--- src/rtl/store_byte_unit_pkg.sv ---
// Shared constants and types for the store-byte path between core and dmem.
// Holds the FSM state encoding, lane geometry and the lane-to-slot helper.
// Pure declarations, no logic of its own.
package store_byte_unit_pkg;

   // Memory-access geometry: 32-bit words made of four 8-bit lanes.
   localparam int WORD_W = 32;
   localparam int LANE_W = 8;
   localparam int LANES  = WORD_W / LANE_W;

   // Byte-store sequencer states.
   typedef enum logic [1:0] {
      ST_IDLE  = 2'd0,
      ST_READ  = 2'd1,
      ST_WRITE = 2'd2
   } sbu_state_t;

   // Physical byte slot inside the word for an address lane.
   // Big-endian puts lane 0 in the top byte, so the slot is the lane mirrored.
   function automatic logic [1:0] lane_slot(input logic [1:0] lane, input bit big_endian);
      return big_endian ? ~lane : lane;
   endfunction

endpackage

--- src/rtl/store_byte_unit_if.sv ---
// Core-side store request and dmem-side port bundle for store_byte_unit.
// master = core + dmem environment, slave = the store-byte unit.
// ReadData is a combinational read of dmem at MemAdr.
interface store_byte_unit_if;
   // core side
   logic        MemWrite;
   logic        B;
   logic [31:0] DataAdr;
   logic [31:0] WriteData;
   logic        Stall;
   logic [15:0] ByteCount;
   // dmem side
   logic [31:0] MemAdr;
   logic        MemWe;
   logic [31:0] MemWd;
   logic [31:0] ReadData;

   modport master (
      output MemWrite, B, DataAdr, WriteData, ReadData,
      input  Stall, ByteCount, MemAdr, MemWe, MemWd
   );

   modport slave (
      input  MemWrite, B, DataAdr, WriteData, ReadData,
      output Stall, ByteCount, MemAdr, MemWe, MemWd
   );
endinterface

--- src/rtl/store_byte_unit_byte_merge.sv ---
// Byte merge: replaces one lane of an old word with a new byte (inverse of load-byte extract).
// Latency: combinational.
// No flow control; pure function of its inputs.
module store_byte_unit_byte_merge
   import store_byte_unit_pkg::*;
#(
   parameter bit BIG_ENDIAN = 1'b0
) (
   input  logic [WORD_W-1:0] old_word,
   input  logic [LANE_W-1:0] byte_dat,
   input  logic [1:0]        lane,
   output logic [WORD_W-1:0] merged_word
);

   logic [1:0] slot;
   assign slot = lane_slot(lane, BIG_ENDIAN);

   // Overwrite only the addressed slot; the other three lanes pass through.
   always_comb begin
      merged_word = old_word;
      for (int i = 0; i < LANES; i++) begin
         if (slot == i[1:0]) begin
            merged_word[i*LANE_W +: LANE_W] = byte_dat;
         end
      end
   end

endmodule

--- src/rtl/store_byte_unit.sv ---
// Store-byte unit: word stores pass straight through; byte stores do read-modify-write.
// Latency: word store 0 cycles; byte store 3 cycles (detect, READ, WRITE).
// Backpressure: Stall held high for the detect and READ cycles of a byte store.
module store_byte_unit
   import store_byte_unit_pkg::*;
#(
   parameter bit BIG_ENDIAN = 1'b0
) (
   input  logic            clk,
   input  logic            reset,
   store_byte_unit_if.slave bus
);

   sbu_state_t        state_q, state_d;
   logic [31:0]       word_adr_q, word_adr_d;
   logic [1:0]        lane_q, lane_d;
   logic [LANE_W-1:0] byte_q, byte_d;
   logic [31:0]       old_word_q, old_word_d;
   logic [15:0]       byte_cnt_q, byte_cnt_d;
   logic [31:0]       merged_word;

   store_byte_unit_byte_merge #(.BIG_ENDIAN(BIG_ENDIAN)) u_merge (
      .old_word    (old_word_q),
      .byte_dat    (byte_q),
      .lane        (lane_q),
      .merged_word (merged_word)
   );

   // Next-state: latch request in IDLE, capture old word in READ, count on leaving WRITE.
   always_comb begin
      state_d    = state_q;
      word_adr_d = word_adr_q;
      lane_d     = lane_q;
      byte_d     = byte_q;
      old_word_d = old_word_q;
      byte_cnt_d = byte_cnt_q;
      case (state_q)
         ST_IDLE: begin
            if (bus.MemWrite && bus.B) begin
               word_adr_d = {bus.DataAdr[31:2], 2'b00};
               lane_d     = bus.DataAdr[1:0];
               byte_d     = bus.WriteData[LANE_W-1:0];
               state_d    = ST_READ;
            end
         end
         ST_READ: begin
            old_word_d = bus.ReadData;
            state_d    = ST_WRITE;
         end
         ST_WRITE: begin
            state_d = ST_IDLE;
            if (byte_cnt_q != 16'hFFFF) begin
               byte_cnt_d = byte_cnt_q + 16'd1;
            end
         end
         default: state_d = ST_IDLE;
      endcase
   end

   // State registers; synchronous reset aborts any byte store in flight.
   always_ff @(posedge clk) begin
      if (!reset) begin
         state_q    <= ST_IDLE;
         word_adr_q <= '0;
         lane_q     <= '0;
         byte_q     <= '0;
         old_word_q <= '0;
         byte_cnt_q <= '0;
      end else begin
         state_q    <= state_d;
         word_adr_q <= word_adr_d;
         lane_q     <= lane_d;
         byte_q     <= byte_d;
         old_word_q <= old_word_d;
         byte_cnt_q <= byte_cnt_d;
      end
   end

   // Output decode; while reset is low the unit looks idle and never writes.
   always_comb begin
      bus.MemAdr = bus.DataAdr;
      bus.MemWd  = bus.WriteData;
      bus.MemWe  = 1'b0;
      bus.Stall  = 1'b0;
      if (!reset || state_q == ST_IDLE || state_q > ST_WRITE) begin
         bus.MemWe = reset && bus.MemWrite && !bus.B;
         bus.Stall = bus.MemWrite && bus.B;
      end else if (state_q == ST_READ) begin
         bus.MemAdr = word_adr_q;
         bus.MemWd  = merged_word;
         bus.Stall  = 1'b1;
      end else begin
         bus.MemAdr = word_adr_q;
         bus.MemWd  = merged_word;
         bus.MemWe  = 1'b1;
      end
   end

   assign bus.ByteCount = byte_cnt_q;

endmodule

--- src/flat_wrapper.sv ---
// flat-port wrapper written by rule: the top's interface ports become plain ports
module store_byte_unit_flat import store_byte_unit_pkg::*;
#(
   parameter bit BIG_ENDIAN = 1'b0
)
  (clk, reset, bus_MemWrite, bus_B, bus_DataAdr, bus_WriteData, bus_ReadData, bus_Stall, bus_ByteCount, bus_MemAdr, bus_MemWe, bus_MemWd);
  store_byte_unit_if bus_i ();
  input  logic clk;
  input  logic reset;
  input wire logic [$bits(bus_i.MemWrite)-1:0] bus_MemWrite;
  input wire logic [$bits(bus_i.B)-1:0] bus_B;
  input wire logic [$bits(bus_i.DataAdr)-1:0] bus_DataAdr;
  input wire logic [$bits(bus_i.WriteData)-1:0] bus_WriteData;
  input wire logic [$bits(bus_i.ReadData)-1:0] bus_ReadData;
  output wire logic [$bits(bus_i.Stall)-1:0] bus_Stall;
  output wire logic [$bits(bus_i.ByteCount)-1:0] bus_ByteCount;
  output wire logic [$bits(bus_i.MemAdr)-1:0] bus_MemAdr;
  output wire logic [$bits(bus_i.MemWe)-1:0] bus_MemWe;
  output wire logic [$bits(bus_i.MemWd)-1:0] bus_MemWd;
  assign bus_i.MemWrite = bus_MemWrite;
  assign bus_i.B = bus_B;
  assign bus_i.DataAdr = bus_DataAdr;
  assign bus_i.WriteData = bus_WriteData;
  assign bus_i.ReadData = bus_ReadData;
  assign bus_Stall = bus_i.Stall;
  assign bus_ByteCount = bus_i.ByteCount;
  assign bus_MemAdr = bus_i.MemAdr;
  assign bus_MemWe = bus_i.MemWe;
  assign bus_MemWd = bus_i.MemWd;
  store_byte_unit #(.BIG_ENDIAN(BIG_ENDIAN)) u_core (.clk(clk), .reset(reset), .bus(bus_i));
endmodule
--- config.mk ---
export PLATFORM = sky130hd
export DESIGN_NAME = store_byte_unit_flat
export DESIGN_NICKNAME = d
export VERILOG_FILES = /design/src/rtl/store_byte_unit_pkg.sv /design/src/rtl/store_byte_unit_if.sv /design/src/rtl/store_byte_unit_byte_merge.sv /design/src/rtl/store_byte_unit.sv /design/src/flat_wrapper.sv
export SDC_FILE = /design/constraint.sdc
export NUM_CORES = 1
export LEC_CHECK = 0
export CORE_UTILIZATION = 41
export CTS_BUF_LIST = sky130_fd_sc_hd__clkbuf_2
export DETAILED_ROUTE_END_ITERATION = 7
export GPL_TIMING_DRIVEN = 0
export MAX_ROUTING_LAYER = met4
export PLACE_DENSITY_LB_ADDON = 0.15
export SLEW_MARGIN = 20
export SYNTH_ARGS = -nofsm -noshare
export SYNTH_HDL_FRONTEND = slang
export SYNTH_HIERARCHICAL = 1
export SYNTH_SLANG_ARGS = --single-unit
--- constraint.sdc ---
create_clock -name clk -period 1.73 [get_ports clk]
set_input_delay 0.4325 -clock clk [delete_from_list [all_inputs] [get_ports clk]]
set_output_delay 0.4325 -clock clk [all_outputs]
set_load 0.05 [all_outputs]
==> flow_metrics.py <==
metrics = {
    "grt": {
        "grt.overflow.total": 0,
        "grt_start_max_net_pins": 14,
        "grt_pass1_wl_um": 21700,
        "antenna_found_initial": 0,
        "grt_usage_pct": 24.8,
        "grt_pass1_vias": 4298,
    },
    "layout": {
        "area_growth_pct": 62.4,
        "antenna_cells": 0,
        "num-nets-final": 771,
        "fillers": 821,
        "drive_gt1_share_pct": 40.5,
        "postLayoutCoreUtil_pct": 69.6,
    },
    "timing": {
        "setup_ws_ns": -0.760,
        "min_period_ns": 2.49,
        "relSlewSlack_pct": 64.9,
        "final_max_slew_viol_count": 0,
        "rsz0062_at_grt": "yes",
        "worst_pin_slew_ns": 0.526,
        "setup-violations-final": 66,
        "finalCritPeriodShare_pct": 144,
        "whs_ns": 0.287,
        "skew_ns": 0.0197,
        "timing.fmax_ghz": 0.402,
        "setup_tns_ns": -46.07,
        "hold_violations": 0,
    },
    "floorplan": {
        "fp.dieW_um": 107,
        "num_rows": 37,
        "fp.dieH_um": 107,
        "initial_utilization_pct": 42.9,
        "dieArea_um2": 11400,
        "io_pins": 182,
        "core_um2": 10500,
    },
    "yosys": {
        "synthAdderAreaFrac_pct": 0.500,
        "synth-xor-area-share_pct": 0,
        "synth_warnings": 6,
        "synth_nets": 567,
        "avgSynthCellArea_um2": 9.67,
        "ys_seq_area_share_pct": 40.0,
        "yosys.area_share.simple_pct": 15.1,
        "synthFlopType": "dfxtp_1",
        "yosysMostFrequentCell": "nand2_1",
        "synthTopCellsByArea": "dfxtp_1 40%, mux2_2 21%, nand2_1 7.7%",
        "netlist_top_cells_count": "92 x nand2_1, 90 x dfxtp_1, 82 x mux2_2, 51 x a21oi_1, 32 x a22o_1",
        "synthCells": 466,
        "async_reset_ff_share_pct": 0,
        "synth_top_family_by_area": "multiplexers",
        "synth-compound-area-share_pct": 15.0,
        "synth_edf_count": 0,
        "synth_top_area_share_pct": 40.0,
        "synth_area_um2": 4500,
        "synth_area_leader_cell": "dfxtp_1",
        "ys_seq_elements": 90,
        "synth.distinct_cells": 45,
        "synthMuxAreaShare_pct": 25.5,
    },
    "routing": {
        "route.detailed.drc": 0,
        "first_iter_violations": 146,
        "dr.pass1.iters": 4,
        "via_count": 4343,
        "wire_per_inst_um": 17.2,
        "ant_nets": 0,
        "drt-total-wl_um": 13900,
        "drt-vias-per-instance": 5.36,
    },
    "placement": {
        "gp_congestion": 0.802,
        "place_ws_ns": -1.09,
        "dpl.hpwl_um": 10000,
        "port_buffers": 180,
    },
    "worst_setup_path": {
        "startpoint_type": "flip-flop",
        "cpMostUsedCell": "buf_12",
        "path_class": "flip-flop to output pin",
        "cp_cell_sequence": "nor2b_4, o21ai_4, buf_12, buf_12, mux2_4, buf_6",
        "crit_arrival_ns": 2.06,
        "worst-path-max-fanout": 10,
        "cp.required_ns": 1.30,
        "cp_slowest_stage_delay_ns": 0.41,
        "slowest_stage": "dfxtp_4",
        "crit_path_end_kind": "output pin",
    },
    "clocking": {
        "numClockSinks": 90,
        "clockBufferDepth": 2,
        "clockRootBuffer": "clkbuf_2",
        "htree_levels": 3,
        "clk_latency_ns": 0.50,
        "cts_tree": "built",
        "postCtsHoldBufs": 0,
        "clkSlewWorstSetupHoldPaths_ns": 0.22,
        "cts_made_buffers": 9,
    },
    "status": {
        "status": "finished with violations",
        "violations": "setup timing",
    },
    "power_and_ir_drop": {
        "power.density_nw_per_um2": 660,
        "p_leak_nw": 3.26,
        "power_w": 0.00483,
        "ir_drop_mv": 0.465,
    },
    "hold_path": {
        "hold_class": "input pin to flip-flop",
    },
    "flow_run": {
        "cap_violations": 0,
    },
}
-- cells by family (layout without fill, tap and decap cells) --
kind of cell	after synthesis	after routing
simple gates	138	138
mux	100	100
compound gates	99	99
flops	90	90
buf+inv	37	245
fa+ha+maj	2	2
-- power breakdown --
group          switching [W]  leakage (nW)  internal [W]
Clock               0.000654        0.0771      0.000475
Sequential         0.0000550         0.743       0.00214
Combinational       0.000765          2.44      0.000737
-- through the flow --
step / instances / area, um^2
3_5_place_dp: 782 / 6800
2_1_floorplan: 466 / 4830
3_3_place_gp: 782 / 6800
5_1_grt: 810 / 7320
4_1_cts: 804 / 7080
6_report: 810 / 7320
-- final timing paths --
kind,startpoint,end,slack [ns],cells past startpoint
min reg2reg,u_core/word_adr_q[26],u_core/word_adr_q[26],0.47,2
max,u_core/state_q[1],bus_MemAdr[2],-0.76,6
max reg2reg,u_core/bus.ByteCount[0],u_core/bus.ByteCount[10],0.07,5
min,reset,u_core/bus.ByteCount[5],0.29,3
-- cell usage in the layout, fill, tap and decap left out, types with 12 or more instances in the layout --
cell type / synthesis / routed
buf_8: 0 / 12
nand2_1: 92 / 92
a22o_1: 32 / 32
clkbuf_2: 0 / 17
dfxtp_2: 0 / 15
mux2_2: 82 / 24
clkdlybuf4s50_1: 0 / 98
a21oi_1: 51 / 50
buf_2: 11 / 17
dfxtp_1: 90 / 70
mux2_4: 8 / 70
buf_6: 3 / 61
-- critical path: cells and delay by family (launching register included) --
family | cells | cell delay, ns
buffers and inverters | 3 | 0.51
muxes | 1 | 0.32
DFF | 1 | 0.41
and+or+nand+nor | 1 | 0.13
AOI/OAI and AO/OA | 1 | 0.19
-- metal layers --
metal,track usage [%],wire (um),up-vias
met1,30.1,5780,2063
li1,-,-,2085
met2,42.4,6920,170
met4,7.44,269,0
met3,4.13,941,25
met5,-,0,-
-- flip-flops by register name, indices dropped and copies added (netlist names) --
name                  count
u_core/word_adr_q        30
u_core/state_q            2
u_core/bus.ByteCount     16
u_core/lane_q             2
u_core/byte_q             8
u_core/old_word_q        32
-- layout make-up --
class	count	area (um^2)	share of cell area, %
multi-input combinational	339	2870	39.2
timing repair buffer	195	2050	28.0
sequential	90	1840	25.1
buffer	30	244	3.34
tap	136	170	2.33
clock inverter	4	67.6	0.924
clock buffer	11	55.1	0.753
inverter	5	21.3	0.291
-- timing repair --
action	CTS	global route
pin swaps	3	8
setup buffers	7	7
setup endpoints to repair	106	134
cloned	2	0
endpoints found under the hold margin	0	0
resized for setup	557	69
Power figures use the tool's default switching activity.
